$ cat src/rtl/framebuffer_write_buffer.sv
// framebuffer_write_buffer: posted-write buffer between the renderer write
// path and the shared framebuffer RAM arbiter. Entries are stored in a FIFO of
// DEPTH-1 slots that feeds a registered head (ramReq/ramAddr/ramData), so the
// total capacity is DEPTH. Optional statistics counters are enabled by
// defining FB_WRITE_STATS_EN.
module framebuffer_write_buffer #(
  parameter int DEPTH = 16
) (
  input  logic        clock,
  input  logic        reset,
  input  logic        inWrite,
  input  logic [15:0] inAddr,
  input  logic [15:0] inData,
  output logic        inOK,
  output logic        ramReq,
  output logic [15:0] ramAddr,
  output logic [15:0] ramData,
  input  logic        ramGrant,
  output logic        busy,
  output logic        overflow,
  input  logic        clearStats,
  output logic [31:0] writeCount,
  output logic [31:0] stallCycles
);

  localparam int OCC_W = $clog2(DEPTH) + 1;
  localparam int SLOTS = DEPTH - 1;
  localparam int PTR_W = $clog2(SLOTS);
  localparam logic [PTR_W-1:0] LAST_SLOT = PTR_W'(SLOTS - 1);

  logic [OCC_W-1:0] occ_q, occ_d;
  logic [PTR_W-1:0] wr_ptr_q, wr_ptr_d;
  logic [PTR_W-1:0] rd_ptr_q, rd_ptr_d;
  logic             ram_req_q, ram_req_d;
  logic [15:0]      ram_addr_q, ram_addr_d;
  logic [15:0]      ram_data_q, ram_data_d;
  logic             in_ok_q, in_ok_d;
  logic             busy_q, busy_d;
  logic             overflow_q, overflow_d;

  logic [31:0]      mem [SLOTS];
  logic [31:0]      mem_rd;
  logic             accept;
  logic             complete;
  logic             fifo_empty;
  logic             head_free;
  logic             push;
  logic             pop;

  function automatic logic [PTR_W-1:0] ptr_inc(input logic [PTR_W-1:0] p);
    return (p == LAST_SLOT) ? '0 : p + PTR_W'(1);
  endfunction

  assign mem_rd = mem[rd_ptr_q];

  // Next-state logic: accept/complete bookkeeping and head-register refill.
  always_comb begin
    accept     = inWrite & in_ok_q;
    complete   = ram_req_q & ramGrant;
    fifo_empty = (occ_q == OCC_W'(ram_req_q));
    head_free  = ~ram_req_q | complete;
    push       = 1'b0;
    pop        = 1'b0;
    ram_req_d  = ram_req_q;
    ram_addr_d = ram_addr_q;
    ram_data_d = ram_data_q;
    // When the FIFO is empty a fresh write bypasses straight into the head so
    // it is presented one edge after acceptance; otherwise the oldest stored
    // entry refills the head and the new write joins the FIFO tail.
    if (head_free) begin
      if (!fifo_empty) begin
        pop        = 1'b1;
        push       = accept;
        ram_req_d  = 1'b1;
        ram_addr_d = mem_rd[31:16];
        ram_data_d = mem_rd[15:0];
      end else if (accept) begin
        ram_req_d  = 1'b1;
        ram_addr_d = inAddr;
        ram_data_d = inData;
      end else begin
        ram_req_d  = 1'b0;
      end
    end else begin
      push = accept;
    end
    wr_ptr_d   = push ? ptr_inc(wr_ptr_q) : wr_ptr_q;
    rd_ptr_d   = pop  ? ptr_inc(rd_ptr_q) : rd_ptr_q;
    occ_d      = occ_q + OCC_W'(accept) - OCC_W'(complete);
    in_ok_d    = (occ_d < OCC_W'(DEPTH));
    busy_d     = (occ_d != '0);
    overflow_d = overflow_q | (inWrite & ~in_ok_q);
  end

  // Control and head-register state; reset discards every held entry.
  always_ff @(posedge clock or posedge reset) begin
    if (reset) begin
      occ_q      <= '0;
      wr_ptr_q   <= '0;
      rd_ptr_q   <= '0;
      ram_req_q  <= 1'b0;
      ram_addr_q <= '0;
      ram_data_q <= '0;
      in_ok_q    <= 1'b1;
      busy_q     <= 1'b0;
      overflow_q <= 1'b0;
    end else begin
      occ_q      <= occ_d;
      wr_ptr_q   <= wr_ptr_d;
      rd_ptr_q   <= rd_ptr_d;
      ram_req_q  <= ram_req_d;
      ram_addr_q <= ram_addr_d;
      ram_data_q <= ram_data_d;
      in_ok_q    <= in_ok_d;
      busy_q     <= busy_d;
      overflow_q <= overflow_d;
    end
  end

  // Entry storage, written at the tail; contents need no reset.
  always_ff @(posedge clock) begin
    if (push) begin
      mem[wr_ptr_q] <= {inAddr, inData};
    end
  end

  assign inOK     = in_ok_q;
  assign ramReq   = ram_req_q;
  assign ramAddr  = ram_addr_q;
  assign ramData  = ram_data_q;
  assign busy     = busy_q;
  assign overflow = overflow_q;

`ifdef FB_WRITE_STATS_EN
  logic [31:0] write_count_q, write_count_d;
  logic [31:0] stall_cycles_q, stall_cycles_d;

  // Statistics next-state: clear wins over a same-edge increment.
  always_comb begin
    write_count_d  = write_count_q;
    stall_cycles_d = stall_cycles_q;
    if (clearStats) begin
      write_count_d  = '0;
      stall_cycles_d = '0;
    end else begin
      if (complete) begin
        write_count_d = write_count_q + 32'd1;
      end
      if (ram_req_q && !ramGrant) begin
        stall_cycles_d = stall_cycles_q + 32'd1;
      end
    end
  end

  // Statistics counters, wrapping at 2^32.
  always_ff @(posedge clock or posedge reset) begin
    if (reset) begin
      write_count_q  <= '0;
      stall_cycles_q <= '0;
    end else begin
      write_count_q  <= write_count_d;
      stall_cycles_q <= stall_cycles_d;
    end
  end

  assign writeCount  = write_count_q;
  assign stallCycles = stall_cycles_q;
`else
  logic unused_clear_stats;
  assign unused_clear_stats = clearStats;
  assign writeCount  = '0;
  assign stallCycles = '0;
`endif

endmodule

$ cat config.mk
export PLATFORM = sky130hd
export DESIGN_NAME = framebuffer_write_buffer
export DESIGN_NICKNAME = d
export VERILOG_FILES = /design/src/rtl/framebuffer_write_buffer.sv
export SDC_FILE = /design/constraint.sdc
export NUM_CORES = 1
export LEC_CHECK = 0
export CORE_UTILIZATION = 59
export CTS_CLUSTER_DIAMETER = 40
export DETAILED_ROUTE_END_ITERATION = 8
export PLACE_DENSITY = 0.87
export SYNTH_ARGS = -nofsm -noshare
export SYNTH_HDL_FRONTEND = slang
export SYNTH_SLANG_ARGS = --single-unit
$ cat constraint.sdc
create_clock -name clock -period 5.69 [get_ports clock]
set_input_delay 1.707 -clock clock [delete_from_list [all_inputs] [get_ports clock]]
set_output_delay 1.707 -clock clock [all_outputs]
set_load 0.01 [all_outputs]
==> results of run 1 <==
-- cell type report --
cell class | count | area [um^2] | area share [%]
Sequential cell | 529 | 15700 | 64.5
Clock buffer | 65 | 1480 | 6.08
Timing Repair Buffer | 105 | 991 | 4.09
Tap cell | 455 | 569 | 2.35
Multi-Input combinational cell | 551 | 4970 | 20.5
Antenna cell | 3 | 7.51 | 0.0310
Inverter | 9 | 33.8 | 0.139
Clock inverter | 39 | 549 | 2.26
-- logic make-up after synthesis --
group           Yosys count
buf+inv                 136
compound gates          168
flops                   529
simple gates            142
other cells               1
mux                     165
fa+ha+maj                 7
xor+xnor                  5
-- metrics by stage --
stage / instance area, um^2 / utilization (%)
after global placement: 22200 / 63.7
after floorplan: 21400 / -
after CTS: 24200 / 69.5
after global routing: 24200 / 69.5
final: 24300 / 69.5
after detailed placement: 22200 / 63.7
-- sequential cells by signal, summed over array words and instances (netlist names) --
register,cells
overflow,1
busy,1
inOK,1
ramReq,1
ramAddr,16
wr_ptr_q,4
mem,480
rd_ptr_q,4
occ_q,5
ramData,16
-- worst paths after layout --
check                      startpoint     endpoint
setup / recovery             ramGrant   mem[5][17]
hold reg to reg              overflow     overflow
hold / removal               overflow     overflow
max in group asynchronous       reset  ramData[10]
min in group asynchronous       reset  ramData[12]
setup reg to reg             occ_q[3]   mem[2][19]
-- power groups by stage --
stage	Clock (uW)	Sequential, uW	Combinational (uW)
3_5_place_dp	0	5220	2920
4_1_cts	3960	5160	3000
2_1_floorplan	0	4880	2300
5_1_grt	4110	5210	3210
3_3_place_gp	0	5190	2810
6_report	3940	5170	3010
-- cell usage in the layout (no fill, tap or decap), types with 6 or more instances in the layout --
cell / count
a21o_1: 6
a21oi_1: 39
inv_1: 7
dfrtp_1: 45
a221o_1: 6
nand2_1: 89
conb_1: 64
bufinv_16: 12
mux2_2: 9
clkdlybuf4s50_1: 71
o21ai_0: 39
o211ai_1: 27
clkbuf_16: 56
clkinv_1: 6
ha_1: 6
buf_4: 32
mux4_2: 87
edfxtp_1: 480
a32o_1: 23
nor2_1: 10
clkinv_2: 14
mux2i_1: 69
nor2_4: 11
-- routing by layer --
metal | GRT usage, % | up-vias
met2 | 45.1 | 884
met1 | 34.8 | 5777
met4 | 12.4 | 0
met3 | 5.67 | 145
met5 | 0 | -
li1 | - | 4665
==> metrics.txt, run 1 <==
status finished clean; Resized cells post-CTS 0; XOR/XNOR share of the synthesized area 0.207%; sequential element share of the synthesized area between 70% and 80%; 1st-pass router iterations 5; RSZ-0062 raised after global routing no; CORE AREA about 0.035 mm^2; most common cell in the netlist edfxtp_1; Max Fanout on Critical Path 17; die footprint between 0.03 and 0.04 mm^2; Worst path max stage delay 0.71 ns; setup_tns 0 ns; fraction of layout cells with a size suffix above 1 about a fifth; Via density around 6.5; Synth Area in Compound Gates 5.38%; WL met1 17500 um; Leak just over 0.008 uW; Max Cap Viol 0; Avg WL per Cell between 20 and 30 um; port buffer count just over 70; post-route setup slack about 1.7 ns; Period minus WS final 4.01 ns; post-synthesis mux area share a little over an eighth; Row Count 68; Critical path buffers and inverters 2; Setup violations, final 0; Clock Power Share 32.5%; HP Class reg2reg; clock skew between 0.02 and 0.03 ns; worst path cell trace clkdlybuf4s50_1 > nand2b_1 > a31oi_1 > nand3b_1 > nor2_4 > buf_4; Max Freq 249 MHz; initial antenna violation count 3; Clk Latency, worst-skew pair around 0.59 ns; Final Net Count roughly 1300; Hold WS between 0.4 and 0.5 ns; adder-cell share of the synthesized area 0.450%; Worst Path Required between 5 and 6 ns; Slew Viols, Final 0; Max IR drop VDD 0.365 mV; worst-margin pin slew 1.19 ns; Worst R2R Path Depth 8; Cells after Synth between 1000 and 1500; synth top area cells edfxtp_1 68%, mux4_2 9.3%, dfrtp_1 5.7%, mux2i_1 3.3%, buf_4 2.8%; grt ovf 0; Final Hold Vio Count 0; Setup CP Type in2reg; IO Count between 100 and 150; design internal power roughly 8500 uW; CTS buffer count between 50 and 60; initial core utilization between 60 and 70%; Post-Place Cells 1649; total wire length ~49000 um; crit path DAT around 4.3 ns; Die Wd 191 um; largest family of logic cells by synthesized area multiplexers; vias between 10000 and 15000; critical path endpoint category register; Post-synth top cells 480 x edfxtp_1, 89 x nand2_1, 87 x mux4_2; top sig layer met4; ys flop type edfxtp_1; first-pass GRT wire length ~72000 um; NetSw ~3600 uW; Sw Share 29.8%; H-Tree Depth 2; Unique masters post-synth 45; Worst Setup Start Kind input pin; Detailed Place HPWL 25000 um; postcts setup bufs 0; synthesized flop and latch total 529; Async S/R FF share, synth a little under a tenth; number of synthesized flops with an enable pin 480; final cell count without fillers between 1500 and 2000; Critical-path top delay cell nor2_4; GP Congestion 0.780; Worst path depth 6; WHS Path Cells 1; GRT Util Overall 27.2%; Syn Area/Cell about 18 um^2; final clock period utilization by the worst path between 70% and 80%; number of global-route vias before repair ~12000; Slew headroom 20.6%; CP delay by family, top simple AND/OR/NAND/NOR gates; Power Total approximately 12000 uW; Clock Tree Buf Depth 3; WL met2 24400 um; Yosys top cell by area edfxtp_1; die height between 150 and 200 um; Initial DRC Count 1341; clk sinks approximately 530; Mapped Area between 0.02 and 0.025 mm^2; largest net degree at the start of global routing between 80 and 90; CTS tree yes; # fillers 2023; Worst-path clk slew 0.06 ns; Ys Warns 0; Layout area overhead 14.8%; CTS root buf clkbuf_16; Comb power frac around 25%; Place WS 1.13 ns; sequential share of power 42.6%; Post-Synth Simple-Gate Area ~2.8%; DRC 0; WL met3 between 4000 and 5000 um; # hold bufs at CTS 0; Reg2Reg Setup Slack between 2 and 2.5 ns; Final ANT Viol Nets 0; power per cell area between 500 and 600 mW/mm^2; Synth top area share between 60% and 70%
Power figures use the tool's default switching activity.
==> inputs of run 2 (changes only) <==
Clock period 5.69 ns to 4.1 ns, I/O delays scaled along.
==> run 2 against run 1 <==
Effect of this change:
- final area up 0.59%
- non-clock buffer count up 16
- sequential share of layout area down 0.38 points
- largest cell class unchanged
- final cell count up 0.68%
==> metrics.txt, run 2 (same netlist as run 1, synthesis figures left out) <==
commonest non-fill, non-tap cell in the layout edfxtp_1 (unchanged); Setup CP Type in2reg (unchanged); CTS root buf clkbuf_16 (unchanged); RSZ-0062 raised after global routing no (unchanged); Design Area, Final 0.0244 mm^2 (was 0.0243 mm^2); HP Class reg2reg (unchanged); Setup violations, final 0 (unchanged); clock skew 0.0320 ns (was 0.0293 ns); Period minus WS final 3.33 ns; Worst Path Required 4.30 ns (was 5.95 ns); initial antenna violation count 0 (was 3); post-route setup slack 0.766 ns (was 1.68 ns); CTS buffer count 55 (unchanged); GP Congestion 0.793 (was 0.780); Slew Viols, Final 0 (unchanged); initial core utilization 60.6% (unchanged); Hold WS 0.479 ns (was 0.467 ns); grt ovf 0 (unchanged); power per cell area 681 mW/mm^2 (was 500 mW/mm^2); GRT Util Overall 25.9% (was 27.2%); most frequent cells in the layout 480 x edfxtp_1, 89 x nand2_1, 87 x mux4_2 (unchanged); Max Cap Viol 0 (unchanged); fraction of layout cells with a size suffix above 1 19.6% (was 19.0%); Clock Tree Buf Depth 3 (unchanged); Die Wd 191 um (unchanged); Place WS 0.301 ns (was 1.13 ns); Resized cells post-CTS 0 (unchanged); Initial DRC Count 1237 (was 1341); largest net degree at the start of global routing 68 (was 82); Placement Cell Area 0.0225 mm^2 (was 0.0222 mm^2); critical path endpoint category register (unchanged); postcts setup bufs 0 (unchanged); port buffer count 71 (unchanged); clk sinks 529 (unchanged); die footprint 0.0366 mm^2 (unchanged); diode count 0 (was 3); setup_tns 0 ns (unchanged); Critical-path top delay cell nand3b_1 (was nor2_4); Leak 0.00819 uW (was 0.00815 uW); H-Tree Depth 2 (unchanged); die height 191 um (unchanged); Largest register FFs 480 (unchanged); Max Fanout on Critical Path 22 (was 17); Via density 6.37 (was 6.53); worst path cell trace clkdlybuf4s50_1 > nand2b_1 > a31oi_1 > nand3b_1 > nor2_4 > buf_4 (unchanged); worst-margin pin slew 0.988 ns (was 1.19 ns); IO Count 137 (unchanged); Storage cell area 0.0157 mm^2 (unchanged); Worst path max stage delay 0.47 ns (was 0.71 ns); Clk Latency, worst-skew pair 0.58 ns (was 0.59 ns); first-pass GRT wire length 69000 um (was 72000 um); 1st-pass router iterations 5 (unchanged); status finished clean (unchanged); Reg with most FFs mem (unchanged); number of global-route vias before repair 11796 (was 11908); Avg WL per Cell 26.0 um (was 27.6 um); Detailed Place HPWL 25300 um (was 25000 um); DRC 0 (unchanged); # fillers 2048 (was 2023); Final Hold Vio Count 0 (unchanged); Max Freq roughly 300 MHz; vias 11269 (was 11471); Final ANT Viol Nets 0 (unchanged); CORE AREA 0.0349 mm^2 (unchanged); CTS tree yes (unchanged); Reg2Reg Setup Slack 1.06 ns (was 2.31 ns); Worst-path clk slew 0.06 ns (about the same); crit path DAT 3.53 ns (was 4.27 ns); Multi-input gate area 0.00500 mm^2 (was 0.00497 mm^2); Row Count 68 (unchanged); Max IR drop VDD 0.434 mV (was 0.365 mV); Slew headroom 34.0% (was 20.6%); Final Net Count 1311 (was 1295); total wire length 45900 um (was 48600 um); Layout area overhead 15.5% (was 14.8%); # hold bufs at CTS 0 (unchanged); final clock period utilization by the worst path about 81%; Worst Setup Start Kind input pin (unchanged)
-- run 2: critical path, delay by kind of cell --
kind | cells | cell delay, ns
AND/OR/NAND/NOR | 3 | 0.94
buffers and inverters | 2 | 0.90
AO/OA/AOI/OAI | 1 | 0.44
-- run 2: per-stage QoR --
step,power [uW],std cells,util (%)
after global placement,11200,1665,64.4
final,16600,1768,69.9
after floorplan,9970,1216,-
after global routing,17200,1768,69.9
after detailed placement,11400,1665,64.4
after CTS,16700,1768,69.9
-- run 2: final timing paths --
path | startpoint | endpoint | cells past startpoint
setup / recovery | ramGrant | mem[5][22] | 6
hold / removal | overflow | overflow | 1
setup reg to reg | occ_q[2] | mem[4][26] | 8
hold reg to reg | overflow | overflow | 1
max in group asynchronous | reset | ramAddr[11] | 3
min in group asynchronous | reset | ramData[12] | 2
-- run 2: final cells by class --
type / instances / share of cell area (%)
clock inverter: 36 / 1.84
timing repair buffer: 121 / 4.91
sequential: 529 / 64.2
clock buffer: 67 / 6.12
multi-input combinational: 551 / 20.5
tap: 455 / 2.33
inverter: 9 / 0.138
-- run 2: routing by layer --
layer / global-route usage, % / vias up / share of wire [%]
met5: 0 / - / 0
met4: 10.8 / 0 / 3.4
met3: 4.81 / 117 / 9.7
met2: 43.9 / 739 / 51
met1: 32.9 / 5712 / 36
li1: - / 4701 / -
-- run 2: report_power, final --
group | switching (uW) | internal, uW
clock | 2060 | 3180
combinational | 2270 | 2080
sequential | 601 | 6430
total | 4940 | 11700
